File: src/rtl/cross_bar_slave_port.sv
// Crossbar slave port: address decode, round-robin arbitration with ack-held grant,
// and in-order read-response routing. Optional master lock via CROSS_BAR_LOCK_EN.
module cross_bar_slave_port #(
  parameter int MASTER_N = 4,
  parameter int SLAVE_N  = 4,
  parameter int ADDR_W   = 32,
  parameter int DATA_W   = 32,
  parameter int SLAVE_ID = 0,
  parameter int OUTST_N  = 4
) (
  input  logic                         clk,
  input  logic                         aresetn,
  input  logic [MASTER_N-1:0]          master_req,
  input  logic [MASTER_N*ADDR_W-1:0]   master_addr,
  input  logic [MASTER_N-1:0]          master_cmd,
  input  logic [MASTER_N*DATA_W-1:0]   master_wdata,
`ifdef CROSS_BAR_LOCK_EN
  input  logic [MASTER_N-1:0]          master_lock,
`endif
  output logic [MASTER_N-1:0]          master_ack,
  output logic [MASTER_N-1:0]          master_resp,
  output logic [DATA_W-1:0]            master_rdata,
  output logic                         slave_req,
  output logic [ADDR_W-1:0]            slave_addr,
  output logic                         slave_cmd,
  output logic [DATA_W-1:0]            slave_wdata,
  input  logic                         slave_ack,
  input  logic                         slave_resp,
  input  logic [DATA_W-1:0]            slave_rdata,
  output logic                         outst_full,
  output logic                         resp_err
);

  localparam int SLAVE_W = $clog2(SLAVE_N);
  localparam int MIDX_W  = (MASTER_N > 1) ? $clog2(MASTER_N) : 1;
  localparam int PTR_W   = $clog2(OUTST_N);
  localparam int CNT_W   = PTR_W + 1;

  logic [MIDX_W-1:0]   rr_ptr;
  logic                hold_q;
  logic [MASTER_N-1:0] grant_q;

  logic [MIDX_W-1:0]   fifo_mem [OUTST_N];
  logic [PTR_W-1:0]    wr_ptr, rd_ptr;
  logic [CNT_W-1:0]    count;
  logic                full_q, empty;

  logic [MASTER_N-1:0] match, elig, grant, sel;
  logic [MIDX_W-1:0]   gidx, next_ptr;
  logic [MIDX_W:0]     sum;
  logic                found, hs, push, pop, held_live;

  assign full_q = (count == CNT_W'(OUTST_N));
  assign empty  = (count == '0);

  always_comb begin
    match = '0;
    for (int unsigned i = 0; i < MASTER_N; i++)
      match[i] = (master_addr[i*ADDR_W + ADDR_W - SLAVE_W +: SLAVE_W] == SLAVE_W'(SLAVE_ID));
  end

  assign elig = master_req & match & (master_cmd | {MASTER_N{~full_q}});

  // Rotating priority search starting at rr_ptr; MASTER_N need not be a power of 2.
  always_comb begin
    grant = '0;
    found = 1'b0;
    sum   = '0;
    if (hold_q) begin
      grant = grant_q;
    end else begin
      for (int unsigned k = 0; k < MASTER_N; k++) begin
        sum = {1'b0, rr_ptr} + (MIDX_W+1)'(k);
        if (sum >= (MIDX_W+1)'(MASTER_N))
          sum = sum - (MIDX_W+1)'(MASTER_N);
        if (!found && elig[sum[MIDX_W-1:0]]) begin
          grant[sum[MIDX_W-1:0]] = 1'b1;
          found = 1'b1;
        end
      end
    end
  end

  assign sel = grant & elig & {MASTER_N{aresetn}};

  always_comb begin
    gidx        = '0;
    slave_addr  = '0;
    slave_wdata = '0;
    slave_cmd   = 1'b0;
    for (int unsigned i = 0; i < MASTER_N; i++) begin
      if (grant[i])
        gidx = MIDX_W'(i);
      if (sel[i]) begin
        slave_addr  = slave_addr  | master_addr[i*ADDR_W +: ADDR_W];
        slave_wdata = slave_wdata | master_wdata[i*DATA_W +: DATA_W];
        slave_cmd   = slave_cmd   | master_cmd[i];
      end
    end
  end

  assign slave_req  = |sel;
  assign hs         = slave_req & slave_ack;
  assign master_ack = sel & {MASTER_N{slave_ack}};
  assign next_ptr   = (gidx == MIDX_W'(MASTER_N-1)) ? '0 : gidx + 1'b1;
  assign held_live  = |(grant_q & master_req & match);

  assign push = hs & ~slave_cmd;
  assign pop  = slave_resp & ~empty & aresetn;

  always_comb begin
    master_resp = '0;
    for (int unsigned i = 0; i < MASTER_N; i++)
      master_resp[i] = pop && (fifo_mem[rd_ptr] == MIDX_W'(i));
  end

  assign master_rdata = pop ? slave_rdata : '0;
  assign outst_full   = full_q & aresetn;

  always_ff @(posedge clk) begin
    if (!aresetn) begin
      rr_ptr   <= '0;
      hold_q   <= 1'b0;
      grant_q  <= '0;
      wr_ptr   <= '0;
      rd_ptr   <= '0;
      count    <= '0;
      resp_err <= 1'b0;
    end else begin
      if (hs) begin
`ifdef CROSS_BAR_LOCK_EN
        if (|(sel & master_lock)) begin
          hold_q  <= 1'b1;
          grant_q <= grant;
        end else begin
          hold_q <= 1'b0;
          rr_ptr <= next_ptr;
        end
`else
        hold_q <= 1'b0;
        rr_ptr <= next_ptr;
`endif
      end else if (slave_req) begin
        hold_q  <= 1'b1;
        grant_q <= grant;
      end else if (hold_q && !held_live) begin
        hold_q <= 1'b0;
      end

      if (push)
        wr_ptr <= wr_ptr + 1'b1;
      if (pop)
        rd_ptr <= rd_ptr + 1'b1;
      if (push && !pop)
        count <= count + 1'b1;
      else if (!push && pop)
        count <= count - 1'b1;

      if (slave_resp && empty)
        resp_err <= 1'b1;
    end
  end

  always_ff @(posedge clk) begin
    if (push)
      fifo_mem[wr_ptr] <= gidx;
  end

endmodule

File: config.mk
export PLATFORM = sky130hd
export DESIGN_NAME = cross_bar_slave_port
export DESIGN_NICKNAME = d
export VERILOG_FILES = /design/src/rtl/cross_bar_slave_port.sv
export SDC_FILE = /design/constraint.sdc
export NUM_CORES = 1
export LEC_CHECK = 0
export BUFFER_PORTS_ARGS = -buffer_cell sky130_fd_sc_hd__clkbuf_2
export CAP_MARGIN = 10
export CORE_AREA = 8 8 151 153
export CTS_CLUSTER_SIZE = 12
export DETAILED_ROUTE_END_ITERATION = 8
export DIE_AREA = 0 0 159 161
export GPL_ROUTABILITY_DRIVEN = 0
export GPL_TIMING_DRIVEN = 0
export SLEW_MARGIN = 20
export SYNTH_ARGS = -nofsm -noshare
export SYNTH_HDL_FRONTEND = slang
export SYNTH_SLANG_ARGS = --single-unit
File: constraint.sdc
create_clock -name clk -period 5.5 [get_ports clk]
set_input_delay 0 -clock clk [delete_from_list [all_inputs] [get_ports clk]]
set_output_delay 0 -clock clk [all_outputs]
set_load 0.02 [all_outputs]
== Yosys cells after proc, flatten, opt, wreduce, memory -nomap -nowiden ==
Memory sizes are Yosys's and may differ from the RTL's. A register that Yosys moved wholly into a read port is not among the register bits.
Cells that the tools add are included.

* Logic and storage cells: 163
* Register bits after elaboration: 15
* Memories: 1
* Output and inout port bits: 108
* Memory bits (writable): 8

{| class="wikitable"
|+ Memories
! name !! words !! bits a word !! read ports !! clocked after Yosys merged registers in !! wr ports !! line !! text
|-
| fifo_mem || 4 || 2 || 1 || 1 || 1 || 43 || <nowiki>logic [MIDX_W-1:0] fifo_mem [OUTST_N];</nowiki>
|}

* Reduce and logical (&&, ||, !) cells: 33
* Mux-type cells: 63
* Bitwise logic cells: 30
* $add $sub $neg: 12
* $lt $le $gt $ge: 12
* Equal/unequal tests: 5

{| class="wikitable"
|+ Operators with widths
! kind !! number
|-
| $mux W32 || 9
|-
| $or A32 B32 Y32 || 6
|-
| $mux W4 || 8
|-
| $and A4 B4 Y4 || 7
|-
| $mux W2 || 13
|-
| $mux W1 || 23
|-
| $or A4 B4 Y4 || 4
|-
| $logic_and A1 B1 Y1 || 15
|-
| $lt A2 B3 Y1 const B || 4
|-
| $logic_not A2 Y1 || 5
|-
| $ge A3 B3 Y1 const B || 3
|-
| $bmux W1 S2 || 4
|-
| $demux W1 S2 || 4
|-
| $ge A2 B1 Y1 const B || 4
|-
| $reduce_or A4 Y1 || 2
|-
| $sub A2 B1 Y2 const B || 4
|-
| $add A2 B1 Y2 const B || 3
|-
| $add A2 B2 Y3 const B || 2
|-
| $eq A2 B2 Y1 const B || 3
|-
| $logic_not A1 Y1 || 6
|-
| $mux W3 || 2
|-
| $and A1 B1 Y1 || 5
|-
| $not A1 Y1 || 5
|-
| $reduce_bool A2 Y1 || 2
|-
| other kinds (10) || 12
|}

== Depth between registers and ports, before layout ==
* Depth in word-level cells: 35
* Gate-level depth with buffers: 17
* Depth with buffers taken out: 16

== Worst setup path before layout ==
Ideal clock, no wire load.

* Path type: reg2reg
* Start: reg count[0]
* End: reg count[2]
* Cell stages (with the launch flop): 17
* Slack: 1159 ps
* Buffers on the path: 1
* Period minus slack after synthesis: 4341 ps
* Arrival time: 4271 ps
* Library setup time: 70 ps
* Path through: dfxtp_1 > buf_6 > or4b_4 > and2_1 > mux4_2 > a221oi_1 > a32oi_1 > and3_1 > a221oi_2 > inv_2 > nor3_2 > ha_1 > inv_1 > fa_1 > xor2_1 > or3_1 > a21oi_1

* Cells in the longest elaborated chain, start to end: 34
* Elaborated cells on any way between the ends: 61
* Classes of those cells: add/sub (2); eq/ne (1); mux (28); bitwise (17); reduce/logical (13)

{| class="wikitable"
|+ Ends and longest elaborated chain
! what !! line !! text
|-
| start: declaration || 45 || <nowiki>logic [CNT_W-1:0] count;</nowiki>
|-
| start signal: assignment || 155 || <nowiki>count <= count + 1'b1;</nowiki>
|-
| start signal: assignment || 157 || <nowiki>count <= count - 1'b1;</nowiki>
|-
| $eq A3 B3 Y1 * || 53 || <nowiki>assign full_q = (count == CNT_W'(OUTST_N));</nowiki>
|-
| $not A1 Y1 * || 62 || <nowiki>assign elig = master_req & match & (master_cmd | {MASTER_N{~full_q}});</nowiki>
|-
| $or A4 B4 Y4 * || 62 ||
|-
| $and A4 B4 Y4 * || 62 ||
|-
| $bmux W1 S2 || 76 || <nowiki>if (!found && elig[sum[MIDX_W-1:0]]) begin</nowiki>
|-
| $mux W1 (not written as such) || 76 ||
|-
| $mux W1 || 76 ||
|-
| $mux W1 || 69 || <nowiki>if (hold_q) begin</nowiki>
|-
| (+20 left out) || -- ||
|-
| $mux W1 * || 94 || <nowiki>if (sel[i]) begin</nowiki>
|-
| net slave_cmd || 25 || <nowiki>output logic slave_cmd,</nowiki>
|-
| $not A1 Y1 * || 108 || <nowiki>assign push = hs & ~slave_cmd;</nowiki>
|-
| $and A1 B1 Y1 * || 108 ||
|-
| net push || 51 || <nowiki>logic found, hs, push, pop, held_live;</nowiki>
|-
| $logic_not A1 Y1 || 156 || <nowiki>else if (!push && pop)</nowiki>
|-
| $logic_and A1 B1 Y1 || 156 ||
|-
| $reduce_bool A2 Y1 (no line) || -- ||
|}

The timed path passes the listed nets; every way through them passes the cells marked *. The select of a mux whose other input is x is not followed.
A chain may end at the register's enable or synchronous reset.

== Final worst setup path ==
* Start: reg count[1]
* End: reg count[2]

* Cells in the longest elaborated chain, start to end: 34
* Elaborated cells on any way between the ends: 61
* Classes of those cells: add/sub (2); eq/ne (1); mux (28); bitwise (17); reduce/logical (13)

{| class="wikitable"
|+ Ends and longest elaborated chain
! what !! line !! text
|-
| $eq A3 B3 Y1 * || 53 ||
|-
| $not A1 Y1 * || 62 ||
|-
| $or A4 B4 Y4 * || 62 ||
|-
| $and A4 B4 Y4 * || 62 ||
|-
| $bmux W1 S2 || 76 ||
|-
| $mux W1 (not written as such) || 76 ||
|-
| $mux W1 || 76 ||
|-
| $mux W1 || 69 ||
|-
| (+19 left out) || -- ||
|-
| $or A1 B1 Y1 || 97 || <nowiki>slave_cmd = slave_cmd | master_cmd[i];</nowiki>
|-
| $mux W1 || 94 ||
|-
| $not A1 Y1 || 108 ||
|-
| $and A1 B1 Y1 * || 108 ||
|-
| net push || 51 ||
|-
| $logic_not A1 Y1 || 156 ||
|-
| $logic_and A1 B1 Y1 || 156 ||
|-
| $reduce_bool A2 Y1 (no line) || -- ||
|}

Marked as above.

==> reports/qor.txt <==
number of cells produced by synthesis = 443
Final Critical Period = 4.92 ns
Yosys warning total = 0
power density relative to cell area = 102 nW/um^2
Boundary Pins = 408
Clk Latency, worst-skew pair = 0.26 ns
Final Cell Area = 5730 um^2
Clock Skews = 0.00565 ns
std cell rows = 53
maximum number of pins on one net before global-route repair = 16
run status = completed
post-detailed-route count of antenna-violating nets = 0
share of synthesized area occupied by flip-flops and latches = 17.8%
fill cell instance count of the final layout = 2335
chip width = 159 um
worst path cell trace = buf_2, nor4b_1, nor2_1, mux4_2, nor2_1, a221oi_1, a32oi_1, and3_1, buf_2, nor4_4, nor3_2, ha_1, inv_1, fa_1, xor2_1, or3_1, a21oi_1
crit path buf inv count = 3
Worst Setup End Kind = register
worst setup path category = reg2reg
mapped cell area = 3270 um^2
number of synthesized flops with an enable pin = 8
final wirelength = 20600 um
Chip Height = 161 um
measured slew at the worst slew-check pin = 1.06 ns
Core ar. = 20600 um^2
cell depth of the worst setup path = 17
period utilization = 89.4%
global route overflow = 0
Avg Synthesized Cell Area = 7.38 um^2
area of placed instances = 5640 um^2
HPWL reported at the end of detailed placement = 18100 um
Reg2Reg Launch Point = count[1]
final setup violating endpoints = 0
total count of max-transition violations in the final report = 0
clock slew at the register clock pins of the worst setup and hold paths = 0.06 ns
number of antenna violations at the first check in global routing = 2
Worst setup startpoint = count[1]
share of cells above drive strength 1 = 50.6%
CTS H-Tree Depth = 1
VDD IR-drop max = 0.111 mV
post-route total power = 0.000586 W
total iterations of the first detailed-routing run = 5
Die Outline Area = 25600 um^2
fraction of registers with async set/reset = 0%
first-pass GRT wire length = 30500 um
violation count after the first detailed-route iteration = 464
total global-route track usage = 14.7%
most frequently used cell type in the post-synthesis netlist = a22oi_1
flip-flop and latch area = 581 um^2
area occupied by multi-input gates = 2460 um^2
reg2reg end = count[2]
largest delay contributor family on the critical path = simple AND/OR/NAND/NOR gates
number of vias after detailed routing = 5169
cell with the largest stage delay on the worst path = nor4b_1
Synth top area share = 28.7%
Antenna diodes = 0
capture point of the worst path = count[2]
type of the most critical hold path = in2reg
highest achievable clock rate = 203 MHz
P_leak = 3.11 nW
layout net count = 1166
vias in the first global route = 5287
Hold Slack = 0.121 ns
number of buffers added on ports = 404
count of cells along the worst register-to-register path = 17
count of different cell masters after synthesis = 53
RSZ-0062 raised after global routing = false
leading cell types by total area after synthesis = a22oi_1, dfxtp_1, nand2_1, edfxtp_1, and2_1
primary flip-flop cell chosen by synthesis mapping = dfxtp_1
largest fanout on the critical path = 10
Crit path required time = 5.69 ns
post-layout utilization of the core = 27.9%
number of sinks handled by clock tree synthesis = 25
maximum clock insertion buffer count = 2
starting density of the core = 15.9%
critical path startpoint category = register
TNS Setup = 0 ns
list of most frequent post-synthesis cells = a22oi_1, nand2_1, and2_1
number of remaining DRC errors = 0
area grow syn2layout = 75.3%
count of maximum capacitance violations = 0
clock root buffer = clkbuf_16
number of buffers created by CTS = 3
Worst Hold Path Cells = 3
clock tree from TritonCTS = done
routed length per instance = 18.3 um
CP max stage delay = 0.63 ns
number of flip-flops and latches in the synthesized netlist = 25
worst reg2reg setup slack = 0.58 ns
arrival time at the worst endpoint = 5.11 ns
Worst slew margin = 29.5%
postcts setup bufs = 0
DR vias/cell = 4.58
Synth area leader = a22oi_1
count of endpoints failing hold in the final timing report = 0
[state kept, by name (all words and copies together), names as in the netlist, named ones only]
signal	cells
count	3
fifo_mem	8
grant_q	4
hold_q	1
rd_ptr	2
resp_err	1
rr_ptr	2
wr_ptr	2
[worst min-delay path by stage]
stage | start | to | slack, ns
after floorplan | slave_resp | resp_err | 0.14
after global placement | slave_resp | resp_err | 0.26
after detailed placement | slave_resp | resp_err | 0.25
after CTS | slave_ack | grant_q[2] | 0.13
after global routing | slave_ack | grant_q[2] | 0.13
final | slave_ack | grant_q[2] | 0.12
[layout make-up]
| type | instances | area share [%] |
|---|---|---|
| multi-input cells | 364 | 42.9 |
| repair buffers | 405 | 35.5 |
| flip-flops and latches | 25 | 10.1 |
| well taps | 275 | 6.00 |
| plain buffers | 40 | 3.12 |
| clock buffers | 3 | 1.31 |
| inverters | 15 | 0.983 |
| clock inverters | 1 | 0.131 |
[layer usage]
metal | global-route usage (%) | share of wire (%)
met4 | 1.24 | 0.66
met2 | 27.0 | 52
met5 | 0 | 0.13
met3 | 4.30 | 8.3
met1 | 17.3 | 39
[tightest hold or removal path, cell delays in order]
cell and delay [ns]:
clkbuf_2 0.13, o21ai_1 0.14, a21oi_1 0.06
[cell usage in the layout, fill, tap and decap left out, types with 3 or more instances in the layout]
cell	instances
clkbuf_16	3
and3_1	9
edfxtp_1	8
nand3_1	13
o21ai_1	3
a22oi_1	125
dfxtp_1	17
mux4_2	4
nor3_1	9
inv_1	14
mux2i_1	3
o21ai_0	4
buf_2	5
xor2_1	3
buf_1	15
and2_1	37
a221oi_1	3
clkbuf_1	16
nor4b_1	3
ha_1	11
clkbuf_2	404
nand2_1	75
nor2_1	15
a21oi_1	9
[report_power, final]
| part | switching (W) | internal [W] |
|---|---|---|
| sequential | 0.00000435 | 0.000195 |
| combinational | 0.000109 | 0.000115 |
| clock | 0.0000634 | 0.0000987 |
[cell families (layout without fill, tap and decap cells)]
group	after synthesis	after routing	share of synthesized area [%]
AO/OA/AOI/OAI	159	159	36.6
AND/OR/NAND/NOR	178	178	27.9
XOR/XNOR	4	4	1.07
other	1	2	0.115
adder cells (fa/ha/maj)	12	12	4.82
flip-flops	25	25	17.8
buffers and inverters	55	464	7.20
multiplexers	9	9	4.48
[stage by stage]
| step | cells | setup WS (ns) |
|---|---|---|
| after floorplan | 444 | 1.16 |
| after global placement | 1123 | 0.617 |
| after detailed placement | 1123 | 0.605 |
| after CTS | 1128 | 0.590 |
| after global routing | 1128 | 0.257 |
| final | 1128 | 0.582 |
[timing repair]
| item | 4_1_cts | 5_1_grt |
|---|---|---|
| endpoints found under the hold margin | 1 | 0 |
| resized for setup | 0 | 0 |
| hold buffers | 1 | 0 |
| setup endpoints to repair | 0 | 0 |
Power figures use the tool's default switching activity.
